$ cat src/rtl/seg_scan_mux_pkg.sv
// Definitions shared by the scan driver and the downstream BCD-to-7-segment decoder.
// BLANK_CODE is the nibble the decoder renders as an unlit digit.
package seg_defs;

    localparam int DIGIT_W    = 4;
    localparam logic [DIGIT_W-1:0] BLANK_CODE = 4'hF;
    localparam int MAX_DIGITS = 8;

    function automatic logic [MAX_DIGITS-1:0] onehot(input logic [2:0] idx);
        return MAX_DIGITS'(1) << idx;
    endfunction

endpackage

$ cat src/rtl/seg_scan_mux_scan_prescaler.sv
// Divides clk down to the digit-slot rate: tick is high on the last cycle of each slot.
module scan_prescaler #(
    parameter int SCAN_DIV = 100000
) (
    input  logic clk,
    input  logic rst,
    output logic tick
);

    localparam int CNT_W = (SCAN_DIV > 1) ? $clog2(SCAN_DIV) : 1;
    localparam logic [CNT_W-1:0] LAST = CNT_W'(SCAN_DIV - 1);

    logic [CNT_W-1:0] cnt_reg;

    // With SCAN_DIV=1 the counter is pinned at 0 and tick stays high.
    assign tick = (cnt_reg == LAST);

    always_ff @(posedge clk) begin
        if (rst) begin
            cnt_reg <= '0;
        end else if (tick) begin
            cnt_reg <= '0;
        end else begin
            cnt_reg <= cnt_reg + 1'b1;
        end
    end

endmodule

$ cat src/rtl/seg_scan_mux.sv
// Multi-digit 7-segment scan driver with a tear-free shadow frame committed at scan wrap.
// Build option SEG_LEADING_ZERO_BLANK_EN blanks leading zeros of each committed frame.
module seg_scan_mux
    import seg_defs::*;
#(
    parameter int NUM_DIGITS = 4,
    parameter int SCAN_DIV   = 100000
) (
    input  logic                          clk,
    input  logic                          rst,
    input  logic                          load,
    input  logic [DIGIT_W*NUM_DIGITS-1:0] digits_in,
    output logic [DIGIT_W-1:0]            bcd_out,
    output logic [NUM_DIGITS-1:0]         digit_en,
    output logic                          frame_tick,
    output logic                          pending
);

    localparam int IDX_W = (NUM_DIGITS > 1) ? $clog2(NUM_DIGITS) : 1;
    localparam logic [IDX_W-1:0] LAST_IDX = IDX_W'(NUM_DIGITS - 1);
    localparam int FRAME_W = DIGIT_W * NUM_DIGITS;

    logic                 tick;
    logic                 wrap;
    logic                 commit_en;
    logic [IDX_W-1:0]     idx_reg;
    logic [IDX_W-1:0]     idx_next;
    logic [FRAME_W-1:0]   shadow_reg;
    logic                 pending_reg;
    logic                 frame_tick_reg;
    logic [FRAME_W-1:0]   commit_src;
    logic [FRAME_W-1:0]   commit_frame;
    logic [DIGIT_W-1:0]   disp_reg [NUM_DIGITS];

    scan_prescaler #(
        .SCAN_DIV (SCAN_DIV)
    ) u_prescaler (
        .clk  (clk),
        .rst  (rst),
        .tick (tick)
    );

    assign wrap = tick && (idx_reg == LAST_IDX);

    always_comb begin
        idx_next = idx_reg;
        if (tick) begin
            idx_next = wrap ? '0 : idx_reg + 1'b1;
        end
    end

    // A load on the wrap edge bypasses the shadow so the newest frame wins.
    assign commit_src = load ? digits_in : shadow_reg;
    assign commit_en  = wrap && (load || pending_reg);

`ifdef SEG_LEADING_ZERO_BLANK_EN
    always_comb begin
        logic lead;
        commit_frame = commit_src;
        lead         = 1'b1;
        for (int i = NUM_DIGITS - 1; i >= 1; i--) begin
            if (lead && (commit_src[i*DIGIT_W +: DIGIT_W] == '0)) begin
                commit_frame[i*DIGIT_W +: DIGIT_W] = BLANK_CODE;
            end else begin
                lead = 1'b0;
            end
        end
    end
`else
    assign commit_frame = commit_src;
`endif

    always_ff @(posedge clk) begin
        if (rst) begin
            idx_reg        <= '0;
            shadow_reg     <= '0;
            pending_reg    <= 1'b0;
            frame_tick_reg <= 1'b0;
        end else begin
            idx_reg        <= idx_next;
            frame_tick_reg <= wrap;
            if (load) begin
                shadow_reg <= digits_in;
            end
            if (wrap) begin
                pending_reg <= 1'b0;
            end else if (load) begin
                pending_reg <= 1'b1;
            end
        end
    end

    generate
        for (genvar gi = 0; gi < NUM_DIGITS; gi++) begin : g_disp
            always_ff @(posedge clk) begin
                if (rst) begin
                    disp_reg[gi] <= BLANK_CODE;
                end else if (commit_en) begin
                    disp_reg[gi] <= commit_frame[gi*DIGIT_W +: DIGIT_W];
                end
            end
        end
    endgenerate

    // Both outputs derive from idx_reg, so they switch together on the same edge.
    assign digit_en   = NUM_DIGITS'(onehot(3'(idx_reg)));
    assign bcd_out    = disp_reg[idx_reg];
    assign frame_tick = frame_tick_reg;
    assign pending    = pending_reg;

endmodule

$ cat config.mk
export PLATFORM = sky130hd
export DESIGN_NAME = seg_scan_mux
export DESIGN_NICKNAME = d
export VERILOG_FILES = /design/src/rtl/seg_scan_mux_pkg.sv /design/src/rtl/seg_scan_mux_scan_prescaler.sv /design/src/rtl/seg_scan_mux.sv
export SDC_FILE = /design/constraint.sdc
export NUM_CORES = 1
export LEC_CHECK = 0
export BUFFER_PORTS_ARGS = -buffer_cell sky130_fd_sc_hd__buf_2
export CORE_MARGIN = 5
export CORE_UTILIZATION = 46
export DETAILED_ROUTE_END_ITERATION = 8
export GPL_ROUTABILITY_DRIVEN = 1
export PLACE_DENSITY = 0.66
export SLEW_MARGIN = 15
export SYNTH_ARGS = -nofsm -noshare
export SYNTH_HDL_FRONTEND = slang
export SYNTH_HIERARCHICAL = 1
export SYNTH_SLANG_ARGS = --single-unit
$ cat constraint.sdc
create_clock -name clk -period 2.7 [get_ports clk]
set_input_delay 0.135 -clock clk [delete_from_list [all_inputs] [get_ports clk]]
set_output_delay 0.135 -clock clk [all_outputs]
set_load 0.05 [all_outputs]
# --- Word level (Yosys, flattened, before mapping) ---
# Memory sizes are Yosys's and may differ from the RTL's. A register that Yosys moved wholly into a read port is not among the register bits.
# Index checks and enable logic that the tools add are counted.
classes:
  bitwise: 4
  eq_ne: 2
  add_sub_neg: 2
  shift: 1
  reduce_logical: 5
  muxes: 13
op_table:
  columns: ["op", "count"]
  rows:
  - ["17-bit by 1-bit adder with 17-bit output, second input constant", 1]
  - ["17-bit equality test, second input constant", 1]
  - ["16-bit 2-to-1 mux", 1]
  - ["4-bit 2-to-1 mux", 4]
  - ["2-bit 2-to-1 mux", 3]
  - ["1-bit 2-to-1 mux", 5]
  - ["1-bit bitwise OR", 4]
  - ["2-bit OR reduction", 2]
  - ["1-bit by 2-bit << shifter with 4-bit output, first input constant", 1]
  - ["2-bit by 1-bit adder with 2-bit output, second input constant", 1]
  - ["2-bit equality test, second input constant", 1]
  - ["1-bit logical AND", 2]
  - ["1-bit logical OR", 1]
totals:
  reg_bits: 37
  mem_count: 1
  ramBits: 16
  elab_cells: 33
  in_bits: 19
memory_table:
  columns: ["memory", "depth", "word_bits", "read_ports", "rd_ports_with_merged_regs", "wr", "line_no", "source"]
  rows:
  - ["disp_reg", 4, 4, 1, 1, 4, "seg_scan_mux.sv:33", "logic [DIGIT_W-1:0] disp_reg [NUM_DIGITS];"]

# --- Longest topological paths before layout ---
# Gate-level depths: netlist of the first run.
logic_depth:
  ltp_word: 7
  ltp_mapped: 7
  mapped_depth_nobuf: 6

# --- Hierarchy ---
# The synthesis of the first run kept the hierarchy.
modules_own_cells:
  columns: ["mod", "area_each_um2", "instances", "cells_per_inst", "seq_area_each_um2"]
  rows:
  - ["seg_scan_mux", 1561.5, 1, 114, 920.9]
  - ["scan_prescaler", 797.0, 1, 88, 340.3]

# --- Worst setup path after synthesis of the first run ---
# Ideal clock, no wire load.
synth_timing:
  path_type: "register to register"
  from: "register u_prescaler.cnt_reg[0]"
  to: "memory disp_reg[0][0] (enable)"
  path_stages_with_launch: 7
  setup_time_ps: 373
  path_buffers: 0
  required_time_ps: 2327
  path_slack_ps: 573
  arrival_time_ps: 1754
  cell_sequence: "dfxtp_1 ha_1 nand4_1 nor2_1 and3_1 o211a_4 or2_1"
synth_rtl:
  columns: ["element", "line_no", "source"]
  rows:
  - ["start, declared", "seg_scan_mux_scan_prescaler.sv:13", "logic [CNT_W-1:0] cnt_reg;"]
  - ["start signal, assigned", "seg_scan_mux_scan_prescaler.sv:24", "cnt_reg <= cnt_reg + 1'b1;"]
  - ["end, declared", "seg_scan_mux.sv:33", null]

==> impl_results.md, run 1 <==
* RR Endpoint: disp_reg[0][0]
* Clk sink count at 55
* Setup slack after layout at 376.0 ps
* CP Capture Type: flip-flop
* Outcome: complete, no violations
* Final slew viol count at 0
* Vias at 1484
* Period utilisation layout at 0.8607
* Syn_nets at 226
* Core area at 5042 µm²
* Worst-path cell chain: ha_1 > nand4_1 > nor2_1 > and3_1 > o211a_4 > or2_1 > buf_12
* Seq cells post-synth at 55
* Final setup viols at 0
* WP data arrival at about 2300 ps
* Total CTS buffers at 5
* Htree depth at 2
* Worst R2R Setup Slack at 380 ps
* Largest net degree at the start of global routing at 39
* IO Pins at 29
* Setup crit start: u_prescaler/cnt_reg[0]
* Post-route insts no fill at 300
* Initial antenna violation count at 0
* Die extent in y at 81.61 µm
* Mapped Area at 2359 µm²
* Max cap viols at 0
* Sw Ratio at 0.2287
* Initial Utilization at 0.4677
* Register area at ~1300 µm²
* DR WL/cell at 12.88 µm
* Critical path fanouts, max at 17
* Max VDD drop at approximately 0.0004 V
* Pwr Density at about 540 nW/µm²
* Synthesis Warnings at 6
* Cell Int Power at between 0.001 and 0.0015 W
* Max FFs per register at 17
* WP data required at 2720 ps
* Final setup TNS at 0 ps
* CTS root buf: clkbuf_8
* Final Skew at 12.16 ps
* Vias in the first global route at 1405
* Via/cell ratio at slightly below 5
* Total die area at around 6700 µm²
* Hold path cells at 3
* Ratio of cells with drive above 1 in the final layout at 0.1957
* CTS clk-pin slew, worst paths at 100 ps
* DP HPWL at approximately 2700 µm
* First-pass GRT wire length at 6299 µm
* Final min period at ~2300 ps
* DRC violations left at 0
* Net count, final at 253
* Fmax at 430.3 MHz
* Setup bufs post-CTS at 0
* Distinct cells, synth at 35
* Syn Inst Count at 202
* Final hold vios at 0
* Rows at 26
* Hold_sp: digits_in[14]
* GRT Overall Usage at 0.1247
* Worst-margin pin slew at approximately 580 ps
* Ant diodes at 0
* Max clock buf depth at 2
* Multi-input logic area at 1002 µm²
* CP Class: flip-flop to flip-flop
* CP top delay family: simple AND/OR/NAND/NOR gates
* WHS Endpoint: shadow_reg[14]
* Register area share after synthesis at 0.5347
* Clk Latency, worst-skew pair at 300 ps
* Final wirelength at about 3900 µm
* Leakage at between 0.9 and 1 nW
* Routed Antenna Nets at 0
* Syn Area/Cell at 11.68 µm²
* Slowest stage cell, crit path: dfxtp_1
* Fill count at 457
* # hold bufs at CTS at 0
* CP bufs+invs at 1
* Relative slew margins at 0.6112
* Pre-CTS WS at 375.8 ps
* Final GP Congestion at 0.8339
* Sequential share of power at 0.618
* Startpoint class of the critical path: flip-flop
* CP Depth at 7
* Total gr overflow at 0
* Port Buffers at 28
* Layout overhead on the synthesized area at 11.30%
* CTS tree: built
* RR Startpoint: u_prescaler/cnt_reg[0]
* DIE WIDTH at 81.61 µm
* Placed cells at 292
* Initial DRC Count at 74
* Cells on worst reg2reg path at 7
* Clock power share at 0.322
* Worst Hold Class: primary input to flip-flop
* Psw at 0.0003233 W
* Pre-antenna DRT Iters at 4
* Crit path largest cell delay at 380 ps
* Combinational power share at 0.060
* Post-CTS Resized at 0
* RSZ-0062 raised after global routing: false
worst min-delay path, cell delays in order:
cell     delay [ps]
buf_2            70
mux2i_1          70
nor2_1           80
power by group through the flow:
| stage | registers [W] | clock network, W | logic, W |
|---|---|---|---|
| 3_5_place_dp | 0.000893 | 0 | 0.0000869 |
| 5_1_grt | 0.000876 | 0.000506 | 0.0000960 |
| 6_report | 0.000874 | 0.000455 | 0.0000850 |
| 4_1_cts | 0.000874 | 0.000474 | 0.0000872 |
| 2_1_floorplan | 0.000895 | 0 | 0.0000592 |
| 3_3_place_gp | 0.000893 | 0 | 0.0000866 |
layout make-up:
cell class                      instances  share of cell area
Sequential cell                        55              0.4805
Timing Repair Buffer                   30             0.06387
Clock buffer                            5             0.02622
Multi-Input combinational cell        133              0.3818
Inverter                                4            0.005720
Clock inverter                          3            0.008580
Tap cell                               70             0.03337
per-layer routing:
metal	wire [µm]	part of all wire	track usage	vias up
li1	-	-	-	772
met1	1757	0.45	0.1461	694
met2	1961	0.51	0.2191	16
met3	120	0.031	0.03289	2
met4	24	0.0062	0.04485	0
met5	0	0	0	-
logic make-up after synthesis:
group / synth area share
AND/OR/NAND/NOR: 0.2080
adder cells (fa/ha/maj): 0.02653
AO/OA/AOI/OAI: 0.02547
buffers and inverters: 0.04031
XOR/XNOR: 0.04828
multiplexers: 0.1167
flip-flops: 0.5347
cell usage after synthesis:
master	number	area share
nand2_1	5	0.0080
nor3b_2	1	0.0053
o211a_4	1	0.0074
nand4_1	4	0.011
nor4_1	4	0.011
dfxtp_1	39	0.33
xor2_1	5	0.019
and4_1	1	0.0037
or3_1	1	0.0027
nand4bb_1	1	0.0048
or4_1	2	0.0064
a21oi_1	2	0.0042
buf_6	5	0.024
o31ai_1	2	0.0064
inv_1	4	0.0064
mux4_1	4	0.045
nand3b_1	16	0.051
nand4_2	1	0.0053
nand3_1	5	0.011
or3b_1	1	0.0037
or2_1	1	0.0027
nor3_1	4	0.0085
clkbuf_1	1	0.0016
edfxtp_1	16	0.20
ha_1	5	0.027
buf_2	4	0.0085
nand2b_1	1	0.0027
a31o_2	1	0.0037
nand3_4	1	0.0074
mux2i_1	17	0.072
and4_2	1	0.0042
nor2_1	36	0.057
xnor2_1	8	0.030
and3_1	1	0.0027
a21oi_2	1	0.0037
through the flow:
stage / power, W / hold WS (ps) / area, µm² / utilization
floorplan: 0.0009546 / 301.8 / 2359 / -
global placement: 0.0009792 / 406.9 / 2534 / 0.5025
detailed placement: 0.0009802 / 406.6 / 2534 / 0.5025
CTS: 0.001436 / 78.65 / 2625 / 0.5206
global route: 0.001478 / 96.99 / 2625 / 0.5206
finish: 0.001414 / 86.97 / 2625 / 0.5206
layout by cell type (no fill, tap or decap), types with 2 or more instances in the layout:
cell type,synthesis,layout
xor2_1,5,5
nor2_1,36,36
nor4_1,4,4
nand2_1,5,5
nor3_1,4,4
clkbuf_8,0,5
nand3_1,5,5
buf_2,4,28
inv_6,0,2
edfxtp_1,16,16
mux4_1,4,4
nand4_1,4,4
o31ai_1,2,2
ha_1,5,5
or4_1,2,2
nand3b_1,16,16
mux2i_1,17,17
dfxtp_1,39,39
xnor2_1,8,8
inv_1,4,4
a21oi_1,2,2
how the worst max path moves through the flow:
| stage | end |
|---|---|
| 2_1_floorplan | disp_reg[0][0] |
| 3_3_place_gp | disp_reg[1][1] |
| 3_5_place_dp | disp_reg[2][1] |
| 4_1_cts | disp_reg[0][0] |
| 5_1_grt | disp_reg[0][0] |
| 6_report | disp_reg[0][0] |
No activity file was read; power rests on OpenSTA's default activity.
==> run 2, diff against run 1 <==
clock period = 2.14 ns   (was 2.7 ns; I/O delays follow)
==> run 2 against run 1 <==
  * Register-to-register slack worse by 200 ps
  * Total power is 34% higher
  * Cell count is 2.3% higher
  * Flip-flop and latch count stayed put
  * Hold slack worse by 24 ps
  * Critical endpoint is now disp_reg[1][2]
==> impl_results.md, run 2 (synthesized netlist as in run 1, its figures left out) <==
* Total die area at 6659 µm²
* Port Buffers at 28
* Rows at 26
* Psw at around 0.00040 W
* DP HPWL at roughly 2800 µm
* RR Endpoint: disp_reg[1][2]
* Pwr Density at 700.8 nW/µm²
* CP Class: flip-flop to flip-flop
* Fmax at between 500 and 600 MHz
* Total CTS buffers at 5
* WP data required at roughly 2200 ps
* Layout overhead on the synthesized area at 14.38%
* WHS Endpoint: shadow_reg[12]
* Total gr overflow at 0
* Period utilisation layout at 0.9168
* Final hold vios at 0
* Setup bufs post-CTS at 0
* Max VDD drop at 0.0003313 V
* First-pass GRT wire length at 6720 µm
* Net count, final at 260
* CTS clk-pin slew, worst paths at 100 ps
* Critical path fanouts, max at 16
* Worst-path cell chain: ha_1 > nand4_1 > nor2_1 > and3_2 > o211a_4 > or2_1 > buf_12
* Largest net degree at the start of global routing at 39
* Post-CTS Resized at 0
* Final setup viols at 0
* Final wirelength at 4022 µm
* Sw Ratio at 0.2121
* CP top delay family: simple AND/OR/NAND/NOR gates
* IO Pins at 29
* CP Capture Type: flip-flop
* Worst Hold Class: primary input to flip-flop
* Final Skew at 11.66 ps
* Max FFs per register at 17
* CP bufs+invs at 1
* Post-route insts no fill at ~310
* Final slew viol count at 0
* RSZ-0062 raised after global routing: false
* GRT Overall Usage at 0.1324
* WP data arrival at 1980 ps
* Pre-antenna DRT Iters at 6
* Slowest stage cell, crit path: dfxtp_1
* Routed Antenna Nets at 0
* Max clock buf depth at 2
* CTS tree: built
* Vias in the first global route at 1446
* Worst R2R Setup Slack at 180 ps
* Ratio of cells with drive above 1 in the final layout at 0.2194
* Max cap viols at 0
* Hold path cells at 3
* DRC violations left at 0
* Worst-margin pin slew at 594.1 ps
* Placed cells at 299
* Relative slew margins at 0.6040
* DIE WIDTH at just over 80 µm
* Initial DRC Count at 110
* Cell Int Power at 0.001489 W
* Startpoint class of the critical path: flip-flop
* Vias at 1518
* Commonest cells after routing, fill and taps aside: dfxtp_1, nor2_1, buf_2
* Most common cell after layout, fill and taps aside: dfxtp_1
* Initial antenna violation count at 0
* Leakage at about 0.95 nW
* Final GP Congestion at 0.7401
* # hold bufs at CTS at 0
* Die extent in y at 81.61 µm
* Clk sink count at 55
* Initial Utilization at 0.4677
* CTS root buf: clkbuf_8
* Cells on worst reg2reg path at 7
* Via/cell ratio at 4.945
* Outcome: complete, no violations
* Htree depth at 2
* Core area at 5042 µm²
* Ant diodes at 0
* Clk Latency, worst-skew pair at 310 ps
* DR WL/cell at 13.10 µm
* RR Startpoint: u_prescaler/cnt_reg[0]
* Combinational power share at 0.059
* Crit path largest cell delay at 370 ps
* Final setup TNS at 0 ps
* Sequential share of power at 0.582
* Clock power share at 0.358
* Hold_sp: digits_in[12]
* Final min period at around 2000 ps
[run 2: cell count changes in the layout (fill, tap and decap cells not counted), sizes merged]
cell and delta:
clkinvlp +1, inv -2, bufinv +1, clkbuf +1, clkinv -1, buf +7
[run 2: per-layer routing]
layer  global-route usage  share of wire  up-vias
li1                     -              -      787
met1               0.1649           0.45      706
met2               0.2191           0.50       19
met3              0.03618          0.032        6
met4              0.04983          0.015        0
met5                    0              0        -
[run 2: how the worst max path moves through the flow]
stage                          end  slack, ps  cells past startpoint                   start
CTS                 disp_reg[1][2]        130                      7  u_prescaler/cnt_reg[0]
floorplan           disp_reg[0][0]         10                      6  u_prescaler/cnt_reg[0]
global route        disp_reg[1][2]         30                      7  u_prescaler/cnt_reg[0]
finish              disp_reg[1][2]        180                      7  u_prescaler/cnt_reg[0]
global placement    disp_reg[3][1]        170                      7  u_prescaler/cnt_reg[0]
detailed placement  disp_reg[0][1]        140                      7  u_prescaler/cnt_reg[0]
[run 2: power groups by stage]
stage                     clock [W]  combinational, W  sequential, W
after CTS                  0.000696          0.000115        0.00110
after floorplan                   0         0.0000747        0.00113
final                      0.000677          0.000112        0.00110
after detailed placement          0          0.000114        0.00113
after global routing       0.000747          0.000127        0.00110
after global placement            0          0.000114        0.00112
[run 2: worst reg2reg max path: stages, from the launching register on]
cell and delay, ps:
dfxtp_1 370, ha_1 230, nand4_1 130, nor2_1 160
and3_2 250, o211a_4 230, or2_1 160, buf_12 160
[run 2: area by class of cell]
cell class,instances,area [µm²]
clock buffers,6,72.57
clock inverters,2,37.54
fillers,448,2345
inverters,4,15.01
multi-input cells,133,1003
flip-flops and latches,55,1261
well taps,70,87.58
repair buffers,37,220.2
[run 2: metrics by stage]
| step | cell area, µm² | worst slack, ps | hold slack, ps | total power [W] | util |
|---|---|---|---|---|---|
| final | 2698 | 178.1 | 62.51 | 0.001890 | 0.5350 |
| after global routing | 2698 | 32.61 | 71.73 | 0.001978 | 0.5350 |
| after CTS | 2696 | 134.3 | 60.31 | 0.001912 | 0.5347 |
| after detailed placement | 2586 | 143.5 | 384.8 | 0.001240 | 0.5129 |
| after global placement | 2586 | 172.3 | 382.5 | 0.001238 | 0.5129 |
| after floorplan | 2359 | 13.45 | 273.8 | 0.001204 | - |
==> run 3, diff against run 2 <==
CTS_CLUSTER_DIAMETER = 60   (was unset)
MAX_ROUTING_LAYER = met4   (was unset)
SKIP_CTS_REPAIR_TIMING = 1   (was unset)
==> run 3 against run 2 <==
  * Non-clock buffer count unchanged
  * Cell area unchanged
  * Sequential share of layout area unchanged
  * Clock skew about the same
  * Clock power about the same
  * Sequential power about the same
  * First-iteration DRC count up 0.91%
  * Highest routed layer unchanged
==> impl_results.md, run 3 (synthesized netlist as in run 1, its figures left out) <==
* Outcome: complete, no violations
* Clk sink count at 55
* Initial Utilization at 0.4677
* Worst R2R Setup Slack at approximately 190 ps
* Startpoint class of the critical path: flip-flop
* Clk Latency, worst-skew pair at 310 ps
* CTS clk-pin slew, worst paths at 100 ps
* RR Endpoint: disp_reg[1][2]
* CTS tree: built
* Max FFs per register at 17
* Largest net degree at the start of global routing at 39
* Fmax at between 500 and 600 MHz
* Pwr Density at 699.8 nW/µm²
* Total die area at 6659 µm²
* Initial DRC Count at 111
* Clock power share at 0.357
* Routed Antenna Nets at 0
* First-pass GRT wire length at about 6700 µm
* Cell Int Power at 0.001489 W
* Total gr overflow at 0
* Final setup viols at 0
* Max VDD drop at 0.0003306 V
* Leakage at 0.9499 nW
* CP Class: flip-flop to flip-flop
* IO Pins at 29
* Ratio of cells with drive above 1 in the final layout at 0.2194
* Most common cell after layout, fill and taps aside: dfxtp_1
* Htree depth at 2
* Final Skew at roughly 11 ps
* WP data required at about 2200 ps
* Commonest cells after routing, fill and taps aside: dfxtp_1, nor2_1, buf_2
* Port Buffers at 28
* Worst-margin pin slew at roughly 580 ps
* Worst Hold Class: primary input to flip-flop
* Crit path to: disp_reg[1][2]
* Final setup TNS at 0 ps
* Final slew viol count at 0
* RR Startpoint: u_prescaler/cnt_reg[0]
* Max cap viols at 0
* Core area at between 5000 and 6000 µm²
* Initial antenna violation count at 0
* Cells on worst reg2reg path at 7
* Pre-antenna DRT Iters at 4
* Layout overhead on the synthesized area at 14.38%
* Ant diodes at 0
* Psw at between 0.0003 and 0.0004 W
* Combinational power share at 0.059
* WP data arrival at roughly 2000 ps
* DP HPWL at around 2800 µm
* Max clock buf depth at 2
* Sequential share of power at 0.583
* Via/cell ratio at 4.928
* GRT Overall Usage at 0.1359
* CTS root buf: clkbuf_8
* Vias at 1513
* Relative slew margins at 0.6108
* CP Capture Type: flip-flop
* DRC violations left at 0
* Setup slack after layout at 186.9 ps
* Critical path fanouts, max at 16
* Final hold vios at 0
* Final GP Congestion at 0.7494
* DR WL/cell at 13.00 µm
* Pre-CTS WS at roughly 140 ps
* Die extent in y at 81.61 µm
* Final min period at 1953 ps
* Rows at 26
* Total CTS buffers at 5
* Period utilisation layout at 0.9127
* Final wirelength at 3990 µm
* Net count, final at 260
* RSZ-0062 raised after global routing: false
* Setup crit start: u_prescaler/cnt_reg[0]
* DIE WIDTH at 81.61 µm
* Vias in the first global route at roughly 1400
* Sw Ratio at 0.2110
[run 3: cell counts in the layout (fill, tap and decap cells not counted)]
Identical to the previous run, type by type.
[run 3: how the worst min path moves through the flow]
stage	endpoint	startpoint	depth (start not counted)
floorplan	shadow_reg[0]	digits_in[0]	2
global placement	shadow_reg[1]	digits_in[1]	3
detailed placement	shadow_reg[9]	digits_in[9]	3
CTS	shadow_reg[9]	digits_in[9]	3
global route	shadow_reg[13]	digits_in[13]	3
finish	shadow_reg[13]	digits_in[13]	3
[run 3: metal layers]
layer | track usage | vias up | part of all wire
met1 | 0.1642 | 699 | 0.46
met5 | - | - | 0
met4 | 0.04983 | 0 | 0.015
met3 | 0.03618 | 6 | 0.038
li1 | - | 787 | -
met2 | 0.2191 | 21 | 0.49
[run 3: cell type report]
| class | count | area [µm²] |
|---|---|---|
| tap | 70 | 87.58 |
| sequential | 55 | 1261 |
| clock buffer | 6 | 72.57 |
| fill | 448 | 2345 |
| timing repair buffer | 37 | 220.2 |
| clock inverter | 2 | 37.54 |
| inverter | 4 | 15.01 |
| multi-input combinational | 133 | 1003 |
[run 3: critical path, stage by stage, from the launching register on]
cell     delay (ps)
dfxtp_1         370
ha_1            230
nand4_1         130
nor2_1          160
and3_2          250
o211a_4         220
or2_1           150
buf_12          160
[run 3: power groups by stage]
| stage | sequential (W) | combinational [W] | clock [W] |
|---|---|---|---|
| 2_1_floorplan | 0.00113 | 0.0000747 | 0 |
| 3_3_place_gp | 0.00112 | 0.000114 | 0 |
| 3_5_place_dp | 0.00113 | 0.000114 | 0 |
| 4_1_cts | 0.00110 | 0.000115 | 0.000696 |
| 5_1_grt | 0.00110 | 0.000127 | 0.000745 |
| 6_report | 0.00110 | 0.000112 | 0.000674 |
[run 3: metrics by stage]
stage	hold slack (ps)	cells	cell area [µm²]	util	total power, W
2_1_floorplan	273.8	202	2359	-	0.001204
3_3_place_gp	382.5	299	2586	0.5129	0.001238
3_5_place_dp	384.8	299	2586	0.5129	0.001240
4_1_cts	60.31	307	2696	0.5347	0.001912
5_1_grt	71.73	307	2698	0.5350	0.001976
6_report	63.86	307	2698	0.5350	0.001888
